$ cat src/rtl/axi_byte_responder_if.sv
// Bus bundle for axi_byte_responder: the AXI4-Lite subordinate channels
// (64-bit data path) and the byte-wide peripheral port.
//   slave  : the responder's view (drives AXI ready/response and byte_* request)
//   master : the environment's view (interconnect + byte peripheral)
interface axi_byte_responder_if #(
   parameter int ADDR_WIDTH = 8
) ();
   logic [31:0]           s_awaddr;
   logic                  s_awvalid;
   logic                  s_awready;
   logic [63:0]           s_wdata;
   logic [7:0]            s_wstrb;
   logic                  s_wvalid;
   logic                  s_wready;
   logic [1:0]            s_bresp;
   logic                  s_bvalid;
   logic                  s_bready;
   logic [31:0]           s_araddr;
   logic                  s_arvalid;
   logic                  s_arready;
   logic [63:0]           s_rdata;
   logic [1:0]            s_rresp;
   logic                  s_rvalid;
   logic                  s_rready;
   logic [ADDR_WIDTH-1:0] byte_addr;
   logic [7:0]            byte_wdata;
   logic                  byte_we;
   logic                  byte_req;
   logic                  byte_ack;
   logic [7:0]            byte_rdata;

   modport slave (
      input  s_awaddr, s_awvalid, s_wdata, s_wstrb, s_wvalid, s_bready,
             s_araddr, s_arvalid, s_rready, byte_ack, byte_rdata,
      output s_awready, s_wready, s_bresp, s_bvalid, s_arready,
             s_rdata, s_rresp, s_rvalid, byte_addr, byte_wdata, byte_we, byte_req
   );

   modport master (
      output s_awaddr, s_awvalid, s_wdata, s_wstrb, s_wvalid, s_bready,
             s_araddr, s_arvalid, s_rready, byte_ack, byte_rdata,
      input  s_awready, s_wready, s_bresp, s_bvalid, s_arready,
             s_rdata, s_rresp, s_rvalid, byte_addr, byte_wdata, byte_we, byte_req
   );
endinterface

$ cat src/rtl/axi_byte_responder.sv
// AXI4-Lite subordinate that bridges single-byte strobed 64-bit writes and
// byte reads onto a byte-wide request/acknowledge peripheral port.
// Ports:
//   clk    - clock
//   reset  - synchronous, active-high reset (aborts any access in flight)
//   bus    - axi_byte_responder_if.slave: AW/W/B/AR/R channels plus
//            byte_addr/byte_wdata/byte_we/byte_req (out), byte_ack/byte_rdata (in)
//
// state     | meaning
// ----------+-----------------------------------------------------------
// S_IDLE    | accepting AW/W (independently) or AR when no write pending
// S_WR_ACC  | byte write request on the peripheral port, waiting for ack
// S_WR_RESP | B response presented, waiting for bready
// S_RD_ACC  | byte read request on the peripheral port, waiting for ack
// S_RD_RESP | R response presented, waiting for rready
module axi_byte_responder #(
   parameter int ADDR_WIDTH = 8
) (
   input  logic                  clk,
   input  logic                  reset,
   axi_byte_responder_if.slave   bus
);

   typedef enum logic [2:0] {
      S_IDLE, S_WR_ACC, S_WR_RESP, S_RD_ACC, S_RD_RESP
   } state_t;

   localparam logic [1:0] RESP_OKAY   = 2'b00;
   localparam logic [1:0] RESP_SLVERR = 2'b10;

   state_t                r_state;
   state_t                w_state_nxt;
   logic                  r_aw_held;
   logic [ADDR_WIDTH-1:3] r_aw_addr;
   logic                  r_w_held;
   logic [63:0]           r_wdata;
   logic [7:0]            r_wstrb;
   logic [1:0]            r_bresp;
   logic [63:0]           r_rdata;
   logic [ADDR_WIDTH-1:0] r_byte_addr;
   logic [7:0]            r_byte_wdata;
   logic                  r_byte_we;

   logic                  w_aw_hs;
   logic                  w_w_hs;
   logic                  w_ar_hs;
   logic [ADDR_WIDTH-1:3] w_aw_addr;
   logic [63:0]           w_wdata;
   logic [7:0]            w_wstrb;
   logic                  w_wr_go;
   logic                  w_strb_onehot;
   logic [2:0]            w_lane;
   logic [7:0]            w_lane_byte;
   logic                  w_unused_addr_bits;

   // Address bits outside the peripheral window alias by design.
   assign w_unused_addr_bits = ^{bus.s_awaddr[31:ADDR_WIDTH], bus.s_awaddr[2:0],
                                 bus.s_araddr[31:ADDR_WIDTH]};

   assign w_aw_hs = bus.s_awvalid & bus.s_awready;
   assign w_w_hs  = bus.s_wvalid  & bus.s_wready;
   assign w_ar_hs = bus.s_arvalid & bus.s_arready;

   // Bypass the holding registers so a write can be decoded in the same
   // cycle as its last handshake; this keeps the response two cycles out.
   assign w_aw_addr = r_aw_held ? r_aw_addr : bus.s_awaddr[ADDR_WIDTH-1:3];
   assign w_wdata   = r_w_held  ? r_wdata   : bus.s_wdata;
   assign w_wstrb   = r_w_held  ? r_wstrb   : bus.s_wstrb;
   assign w_wr_go   = (r_state == S_IDLE) && (r_aw_held || w_aw_hs) && (r_w_held || w_w_hs);

   assign w_strb_onehot = (w_wstrb != 8'd0) && ((w_wstrb & (w_wstrb - 8'd1)) == 8'd0);

   always_comb begin
      w_lane = 3'd0;
      for (int i = 0; i < 8; i++) begin
         if (w_wstrb[i]) w_lane = 3'(i);
      end
   end

   assign w_lane_byte = w_wdata[{w_lane, 3'b000} +: 8];

   always_ff @(posedge clk) begin
      if (reset) begin
         r_state      <= S_IDLE;
         r_aw_held    <= 1'b0;
         r_aw_addr    <= '0;
         r_w_held     <= 1'b0;
         r_wdata      <= '0;
         r_wstrb      <= '0;
         r_bresp      <= RESP_OKAY;
         r_rdata      <= '0;
         r_byte_addr  <= '0;
         r_byte_wdata <= '0;
         r_byte_we    <= 1'b0;
      end else begin
         r_state <= w_state_nxt;
         if (w_aw_hs) begin
            r_aw_held <= 1'b1;
            r_aw_addr <= bus.s_awaddr[ADDR_WIDTH-1:3];
         end
         if (w_w_hs) begin
            r_w_held <= 1'b1;
            r_wdata  <= bus.s_wdata;
            r_wstrb  <= bus.s_wstrb;
         end
         if (r_state == S_WR_RESP && bus.s_bready) begin
            r_aw_held <= 1'b0;
            r_w_held  <= 1'b0;
         end
         if (w_wr_go) begin
            if (w_strb_onehot) begin
               r_byte_addr  <= {w_aw_addr, w_lane};
               r_byte_wdata <= w_lane_byte;
               r_byte_we    <= 1'b1;
               r_bresp      <= RESP_OKAY;
            end else begin
               r_bresp <= (w_wstrb == 8'd0) ? RESP_OKAY : RESP_SLVERR;
            end
         end
         if (w_ar_hs) begin
            r_byte_addr <= bus.s_araddr[ADDR_WIDTH-1:0];
            r_byte_we   <= 1'b0;
         end
         if (r_state == S_RD_ACC && bus.byte_ack) begin
            r_rdata <= {8{bus.byte_rdata}};
         end
      end
   end

   always_comb begin
      w_state_nxt = r_state;
      case (r_state)
         S_IDLE: begin
            if (w_wr_go)      w_state_nxt = w_strb_onehot ? S_WR_ACC : S_WR_RESP;
            else if (w_ar_hs) w_state_nxt = S_RD_ACC;
         end
         S_WR_ACC:  if (bus.byte_ack) w_state_nxt = S_WR_RESP;
         S_WR_RESP: if (bus.s_bready) w_state_nxt = S_IDLE;
         S_RD_ACC:  if (bus.byte_ack) w_state_nxt = S_RD_RESP;
         S_RD_RESP: if (bus.s_rready) w_state_nxt = S_IDLE;
         default:   w_state_nxt = S_IDLE;
      endcase
   end

   always_comb begin
      bus.s_awready  = (r_state == S_IDLE) && !r_aw_held;
      bus.s_wready   = (r_state == S_IDLE) && !r_w_held;
      // A pending or offered write blocks reads, so writes win ties.
      bus.s_arready  = (r_state == S_IDLE) && !r_aw_held && !r_w_held
                       && !bus.s_awvalid && !bus.s_wvalid;
      bus.s_bvalid   = (r_state == S_WR_RESP);
      bus.s_bresp    = r_bresp;
      bus.s_rvalid   = (r_state == S_RD_RESP);
      bus.s_rdata    = r_rdata;
      bus.s_rresp    = RESP_OKAY;
      bus.byte_req   = (r_state == S_WR_ACC) || (r_state == S_RD_ACC);
      bus.byte_addr  = r_byte_addr;
      bus.byte_wdata = r_byte_wdata;
      bus.byte_we    = r_byte_we;
   end

endmodule
$ cat src/flat_wrapper.sv
// flat-port wrapper written by rule: the top's interface ports become plain ports
module axi_byte_responder_flat 
#(
   parameter int ADDR_WIDTH = 8
)
  (clk, reset, bus_s_awaddr, bus_s_awvalid, bus_s_wdata, bus_s_wstrb, bus_s_wvalid, bus_s_bready, bus_s_araddr, bus_s_arvalid, bus_s_rready, bus_byte_ack, bus_byte_rdata, bus_s_awready, bus_s_wready, bus_s_bresp, bus_s_bvalid, bus_s_arready, bus_s_rdata, bus_s_rresp, bus_s_rvalid, bus_byte_addr, bus_byte_wdata, bus_byte_we, bus_byte_req);
  axi_byte_responder_if #(.ADDR_WIDTH(ADDR_WIDTH)) bus_i ();
  input  logic clk;
  input  logic reset;
  input wire logic [$bits(bus_i.s_awaddr)-1:0] bus_s_awaddr;
  input wire logic [$bits(bus_i.s_awvalid)-1:0] bus_s_awvalid;
  input wire logic [$bits(bus_i.s_wdata)-1:0] bus_s_wdata;
  input wire logic [$bits(bus_i.s_wstrb)-1:0] bus_s_wstrb;
  input wire logic [$bits(bus_i.s_wvalid)-1:0] bus_s_wvalid;
  input wire logic [$bits(bus_i.s_bready)-1:0] bus_s_bready;
  input wire logic [$bits(bus_i.s_araddr)-1:0] bus_s_araddr;
  input wire logic [$bits(bus_i.s_arvalid)-1:0] bus_s_arvalid;
  input wire logic [$bits(bus_i.s_rready)-1:0] bus_s_rready;
  input wire logic [$bits(bus_i.byte_ack)-1:0] bus_byte_ack;
  input wire logic [$bits(bus_i.byte_rdata)-1:0] bus_byte_rdata;
  output wire logic [$bits(bus_i.s_awready)-1:0] bus_s_awready;
  output wire logic [$bits(bus_i.s_wready)-1:0] bus_s_wready;
  output wire logic [$bits(bus_i.s_bresp)-1:0] bus_s_bresp;
  output wire logic [$bits(bus_i.s_bvalid)-1:0] bus_s_bvalid;
  output wire logic [$bits(bus_i.s_arready)-1:0] bus_s_arready;
  output wire logic [$bits(bus_i.s_rdata)-1:0] bus_s_rdata;
  output wire logic [$bits(bus_i.s_rresp)-1:0] bus_s_rresp;
  output wire logic [$bits(bus_i.s_rvalid)-1:0] bus_s_rvalid;
  output wire logic [$bits(bus_i.byte_addr)-1:0] bus_byte_addr;
  output wire logic [$bits(bus_i.byte_wdata)-1:0] bus_byte_wdata;
  output wire logic [$bits(bus_i.byte_we)-1:0] bus_byte_we;
  output wire logic [$bits(bus_i.byte_req)-1:0] bus_byte_req;
  assign bus_i.s_awaddr = bus_s_awaddr;
  assign bus_i.s_awvalid = bus_s_awvalid;
  assign bus_i.s_wdata = bus_s_wdata;
  assign bus_i.s_wstrb = bus_s_wstrb;
  assign bus_i.s_wvalid = bus_s_wvalid;
  assign bus_i.s_bready = bus_s_bready;
  assign bus_i.s_araddr = bus_s_araddr;
  assign bus_i.s_arvalid = bus_s_arvalid;
  assign bus_i.s_rready = bus_s_rready;
  assign bus_i.byte_ack = bus_byte_ack;
  assign bus_i.byte_rdata = bus_byte_rdata;
  assign bus_s_awready = bus_i.s_awready;
  assign bus_s_wready = bus_i.s_wready;
  assign bus_s_bresp = bus_i.s_bresp;
  assign bus_s_bvalid = bus_i.s_bvalid;
  assign bus_s_arready = bus_i.s_arready;
  assign bus_s_rdata = bus_i.s_rdata;
  assign bus_s_rresp = bus_i.s_rresp;
  assign bus_s_rvalid = bus_i.s_rvalid;
  assign bus_byte_addr = bus_i.byte_addr;
  assign bus_byte_wdata = bus_i.byte_wdata;
  assign bus_byte_we = bus_i.byte_we;
  assign bus_byte_req = bus_i.byte_req;
  axi_byte_responder #(.ADDR_WIDTH(ADDR_WIDTH)) u_core (.clk(clk), .reset(reset), .bus(bus_i));
endmodule
$ cat config.mk
export PLATFORM = sky130hd
export DESIGN_NAME = axi_byte_responder_flat
export DESIGN_NICKNAME = d
export VERILOG_FILES = /design/src/rtl/axi_byte_responder_if.sv /design/src/rtl/axi_byte_responder.sv /design/src/flat_wrapper.sv
export SDC_FILE = /design/constraint.sdc
export NUM_CORES = 1
export LEC_CHECK = 0
export CORE_AREA = 2 2 190 99
export CTS_BUF_LIST = sky130_fd_sc_hd__clkbuf_16
export DETAILED_ROUTE_END_ITERATION = 6
export DIE_AREA = 0 0 192 101
export SKIP_CTS_REPAIR_TIMING = 1
export SLEW_MARGIN = 20
export SYNTH_ARGS = -nofsm -noshare
export SYNTH_HDL_FRONTEND = slang
export SYNTH_SLANG_ARGS = --single-unit
$ cat constraint.sdc
create_clock -name clk -period 2.3 [get_ports clk]
set_input_delay 0.23 -clock clk [delete_from_list [all_inputs] [get_ports clk]]
set_output_delay 0.23 -clock clk [all_outputs]
set_load 0.01 [all_outputs]
Yosys cells after proc, flatten, opt, wreduce, memory -nomap -nowiden
Cells that the tools add are included.
{"block": "word_totals", "mem_count": 0, "elab_cells": 77, "output_inout_bits": 91, "inputBits": 152, "ram_bits": 0, "latch_bits": 0, "regBits": 165, "mem_bits_ro": 0}
{"block": "classes", "n_div": 0, "bitwise": 4, "shifts": 1, "n_eq_ne": 9, "muxes": 23, "n_reduce_logical": 28, "n_lt_le_gt_ge": 0, "add_sub_neg": 1, "multipliers": 0}
{"op": "$mux 64", "count": 1}
{"op": "$shiftx 64x7->8", "count": 1}
{"op": "$mux 8", "count": 4}
{"op": "$mux 3", "count": 10}
{"op": "$logic_not 8->1", "count": 2}
{"op": "$pmux 3 s5", "count": 1}
{"op": "$logic_and 1x1->1", "count": 10}
{"op": "$mux 2", "count": 5}
{"op": "$and 8x8->8", "count": 1}
{"op": "$ne 2x2->1 const B", "count": 4}
{"op": "$reduce_bool 8->1", "count": 1}
{"op": "$sub 8x1->8 const B", "count": 1}
{"op": "$eq 3x2->1 const B", "count": 2}
{"op": "$mux 5", "count": 1}
{"op": "$reduce_and 5->1", "count": 1}
{"op": "$logic_not 1->1", "count": 4}
{"op": "$reduce_and 2->1", "count": 2}
{"op": "$reduce_bool 2->1", "count": 2}
{"op": "$reduce_or 2->1", "count": 2}
{"op": "$and 1x1->1", "count": 3}
{"op": "$eq 3x1->1 const B", "count": 1}
{"op": "$eq 3x3->1 const B", "count": 1}
{"op": "$logic_not 3->1", "count": 1}
{"op": "$logic_or 1x1->1", "count": 3}
{"op": "other kinds (2)", "count": 2}

Logic depth before layout (Yosys ltp)
{"block": "logic_depth", "word_depth": 11, "mapped_depth": 11, "depth_no_buf": 7}

Worst setup path after synthesis
OpenSTA, ideal clock, no wires.
{"block": "synth_timing", "path_type": "reg2reg", "startpoint": "register u_core.r_w_held", "endpoint": "register u_core.r_byte_addr[2], in the netlist u_core.bus.byte_addr[2]", "period_less_slack_ns": 1.962, "setup_ns": 0.134, "arrival_ns": 1.828, "required_ns": 2.166, "n_path_buf": 2, "slack_ns": 0.338, "path_stages_with_launch": 10, "path_cell_list": "dfxtp_1 > nor3_1 > a21oi_1 > or3_1 > mux2i_1 > and3_1 > buf_6 > buf_12 > mux2i_1 > o22ai_1"}
{"block": "synth_via", "elab_chain_len": 8, "elab_cells_between_ends": 25, "classes_between": "add/sub: 1; mux: 8; bitwise: 3; reduce/logical: 13"}
{"element": "start: declaration", "line": "axi_byte_responder.sv:35", "source": "logic r_w_held;"}
{"element": "start signal: assignment", "line": "axi_byte_responder.sv:87", "source": "r_w_held <= 1'b0;"}
{"element": "start signal: assignment", "line": "axi_byte_responder.sv:102", "source": "r_w_held <= 1'b1;"}
{"element": "start signal: assignment", "line": "axi_byte_responder.sv:108", "source": "r_w_held <= 1'b0;"}
{"element": "parallel branches: the longest is 8 deep, another holds $sub 8x1->8"}
{"element": "end signal: assignment", "line": "axi_byte_responder.sv:112", "source": "r_byte_addr <= {w_aw_addr, w_lane};"}
{"element": "end signal: assignment", "line": "axi_byte_responder.sv:121", "source": "r_byte_addr <= bus.s_araddr[ADDR_WIDTH-1:0];"}
{"element": "end: declaration", "line": "axi_byte_responder.sv:40", "source": "logic [ADDR_WIDTH-1:0] r_byte_addr;"}
Several ways; the timed one is not identified. The select of a mux whose other input is x is not followed.
A chain may end at the register's enable or synchronous reset.

Worst setup path in the final report
{"block": "layout_timing", "startpoint": "input port bus_s_wstrb[2]", "endpoint": "register u_core.r_byte_wdata[0], in the netlist u_core.bus.byte_wdata[0]"}
{"block": "layout_via", "elab_chain_len": 8, "elab_cells_between_ends": 14, "classes_between": "add/sub: 1; shift: 1; mux: 7; bitwise: 1; reduce/logical: 4"}
{"element": "start: declaration", "line": "flat_wrapper.sv:13", "source": "input wire logic [$bits(bus_i.s_wstrb)-1:0] bus_s_wstrb;"}
{"element": "$mux 8 (*)", "line": "axi_byte_responder.sv:68", "source": "assign w_wstrb = r_w_held ? r_wstrb : bus.s_wstrb;"}
{"element": "$mux 2 (2 in a row)", "line": "axi_byte_responder.sv:76", "source": "if (w_wstrb[i]) w_lane = 3'(i);"}
{"element": "$mux 3 (4 in a row)", "line": "axi_byte_responder.sv:76"}
{"element": "$shiftx 64x7->8", "line": "axi_byte_responder.sv:80", "source": "assign w_lane_byte = w_wdata[{w_lane, 3'b000} +: 8];"}
{"element": "end signal: assignment", "line": "axi_byte_responder.sv:113", "source": "r_byte_wdata <= w_lane_byte;"}
{"element": "end: declaration", "line": "axi_byte_responder.sv:41", "source": "logic [7:0] r_byte_wdata;"}
Mark *: on every way between the ends. The rest lies on a longest branch, timed or not.

==> results.json <==
{
  "status": "finished clean",
  "slew_headroom_pct": 42.9,
  "synth-edff-count": 0,
  "maxCapViolCount": 0,
  "die_y_um": 101,
  "clockBufferDepth": 2,
  "insertion_delay_ns": 0.35,
  "arrival_ns": 2.47,
  "crit_path_frequent_cell": "buf_4",
  "async_flop_share_pct": 0,
  "seqPwrFrac_pct": 36.3,
  "crit_slowest_cell": "clkdlybuf4s50_1",
  "fmax_ghz": 0.452,
  "use_met2_pct": 24.1,
  "final_nets": 1012,
  "fin_worst_skew_ns": 0.0113,
  "power_mw": 6.67,
  "path_buf_inv": 4,
  "synth_area_um2": 5710,
  "fp.dieW_um": 192,
  "clockPowerShare_pct": 23.1,
  "hold_path.class": "input pin to flop",
  "seq_area_um2": 2160,
  "ir_worst_vdd_v": 0.000409,
  "slew_violations": 0,
  "clkTransAtPathRegs_ns": 0.07,
  "synth_seq_cells": 108,
  "critPathRequiredTime_ns": 2.56,
  "multiInputGateArea_um2": 2870,
  "fin_tns_setup_ns": 0,
  "cts_num_sinks": 108,
  "globalRouteOverflowTotal": 0,
  "core_area_um2": 17900,
  "wl_mm": 18.5,
  "period_share_pct": 96.2,
  "end_kind": "flop",
  "intPower_mw": 4.29,
  "critPathLaunchType": "input pin",
  "critical_path.max_fanout": 14,
  "cpPeakStageDelay_ns": 0.51,
  "synthFlopType": "dfxtp_1",
  "seq_area_frac_synth_pct": 37.9,
  "die_area_um2": 19400,
  "critical_path.top_delay_family": "buffers and inverters",
  "n_fill_cell": 1806,
  "grt_use_total_pct": 18.8,
  "htree_levels": 3,
  "drt-pass1-iter-count": 5,
  "criticalPathCategory": "input pin to flop",
  "detailed_place_hpwl_mm": 13.8,
  "setup_viol_count_final": 0,
  "ant_nets": 0,
  "wl_per_cell_um": 16.8,
  "antenna_cells": 0,
  "rows": 35,
  "syn_area_per_cell_um2": 7.98,
  "p_sw_mw": 2.37,
  "synthCells": 716,
  "synth_cell_types": 45,
  "drive_above_1_share_pct": 11.0,
  "area_growth_syn_to_layout_pct": 40.2,
  "cts_root_buf": "clkbuf_16",
  "rsz0062_at_grt": "yes",
  "numCtsBuffers": 9,
  "power.density_nw_per_um2": 832,
  "switching_share_pct": 35.6,
  "yosysWarnings": 0,
  "boundaryPins": 243,
  "met3_usage_pct": 5.50,
  "gp_congestion": 0.853,
  "first_iter_violations": 457,
  "grt.busiest_layer": "met1",
  "grt_start_max_net_pins": 73,
  "grt_antenna_before_repair": 0,
  "drc": 0,
  "cts_tree": "done",
  "port_buffers": 188,
  "critical_path.cell_chain": "clkdlybuf4s50_1, buf_4, and2b_1, o21ai_0, a22oi_2, buf_12, buf_4, mux2i_1, o221a_2, a211oi_1",
  "grt_first_pass_wirelength_mm": 28.2,
  "hold_viol": 0,
  "initial_core_util_pct": 32.0,
  "grt_pass1_vias": 4964,
  "layout_min_cycle_time_ns": 2.21,
  "use_met1_pct": 30.2,
  "p_leak_nw": 3.02,
  "vias": 5474,
  "combPwrFrac_pct": 40.7,
  "max_slew.worst_pin.slew_ns": 0.855,
  "avgViaCountPerCell": 4.95
}
## worst paths after layout
path                           start                        to  slack (ns)  cells after the start
setup / recovery      bus_s_wstrb[2]  u_core.bus.byte_wdata[0]        0.09                     10
hold / removal                 reset       u_core.r_aw_addr[6]        0.26                      2
setup reg to reg     u_core.r_w_held  u_core.bus.byte_wdata[0]        0.09                     10
hold reg to reg   u_core.r_wdata[39]        u_core.r_wdata[39]        0.46                      2
## per-stage QoR
stage | instances | hold WS, ns | util [%] | instance area, µm² | setup WS [ns]
global placement | 1088 | 0.441 | 42.8 | 7650 | -0.294
finish | 1105 | 0.261 | 44.8 | 8010 | 0.0880
CTS | 1104 | 0.256 | 44.4 | 7930 | -0.0993
detailed placement | 1088 | 0.446 | 42.8 | 7650 | -0.288
floorplan | 718 | 0.366 | - | 5720 | 0.338
global route | 1105 | 0.266 | 44.8 | 8010 | -0.0716
## placed cells by master, fill, tap and decap left out, types with 2 or more instances in the layout
master,Yosys,routed
or3_1,4,2
nor3_2,0,3
nor2b_1,7,7
nor3b_1,3,3
nand2_1,176,175
nor2_1,34,34
o21ai_0,4,4
clkinv_1,0,4
conb_1,1,3
dfxtp_1,108,107
nand2_2,1,2
mux2_2,6,6
a211oi_1,11,10
nor3_1,12,9
a21oi_1,96,95
inv_1,2,3
clkdlybuf4s50_1,0,186
and3_1,3,2
clkbuf_16,0,10
buf_12,1,7
buf_4,63,45
mux2i_1,56,55
o221a_2,8,8
o21ai_1,3,3
nand2b_1,9,9
a21o_1,3,3
a222oi_1,16,16
nor4b_1,2,2
nand3_1,10,10
or3_4,0,2
o22ai_1,16,16
## per-layer routing
layer / share of wire [%] / up-vias
met5: 0 / -
met4: 0.52 / 0
met3: 8.4 / 12
met2: 38 / 183
met1: 53 / 2565
li1: - / 2714
## Yosys cell counts (2+ instances only)
library cell / count / area (µm²)
nand2_1: 176 / 661
dfxtp_1: 108 / 2160
a21oi_1: 96 / 480
buf_4: 63 / 473
mux2i_1: 56 / 561
nor2_1: 34 / 128
clkbuf_1: 25 / 93.8
a222oi_1: 16 / 160
o22ai_1: 16 / 100
buf_2: 14 / 70.1
nor3_1: 12 / 60.1
a211oi_1: 11 / 82.6
nand3_1: 10 / 50.1
nand2b_1: 9 / 56.3
o221a_2: 8 / 90.1
nor2b_1: 7 / 43.8
buf_6: 6 / 67.6
mux2_2: 6 / 67.6
o21ai_0: 4 / 20.0
or3_1: 4 / 25.0
a21o_1: 3 / 22.5
and3_1: 3 / 18.8
nor3b_1: 3 / 22.5
o21ai_1: 3 / 15.0
inv_1: 2 / 7.51
nor4b_1: 2 / 17.5
## power groups by stage
stage               Clock [mW]  Combinational, mW  Sequential (mW)
floorplan                    0               1.66             2.38
global placement             0               2.64             2.45
detailed placement           0               2.66             2.45
CTS                       1.58               2.68             2.41
global route              1.66               2.95             2.46
finish                    1.54               2.71             2.42
## cell type report
cell class	count	area share (%)
repair buffers	241	29.8
well taps	240	3.75
multi-input cells	498	35.8
inverters	2	0.0937
clock inverters	7	0.719
flip-flops and latches	108	27.0
clock buffers	9	2.81
## logic make-up after synthesis
| logic type | synth area share, % |
|---|---|
| AOI/OAI and AO/OA | 18.1 |
| buffers and inverters | 12.9 |
| DFF | 37.9 |
| muxes | 11.0 |
| other | 0.0657 |
| and+or+nand+nor | 20.1 |
## registers in the layout (all words and copies together), names as in the netlist, 3 cells and up
register,count
u_core.bus.byte_addr,8
u_core.bus.byte_wdata,8
u_core.r_wstrb,8
u_core.bus.s_rdata,8
u_core.r_wdata,64
u_core.r_state,3
u_core.r_aw_addr,5
Power figures use the tool's default switching activity.
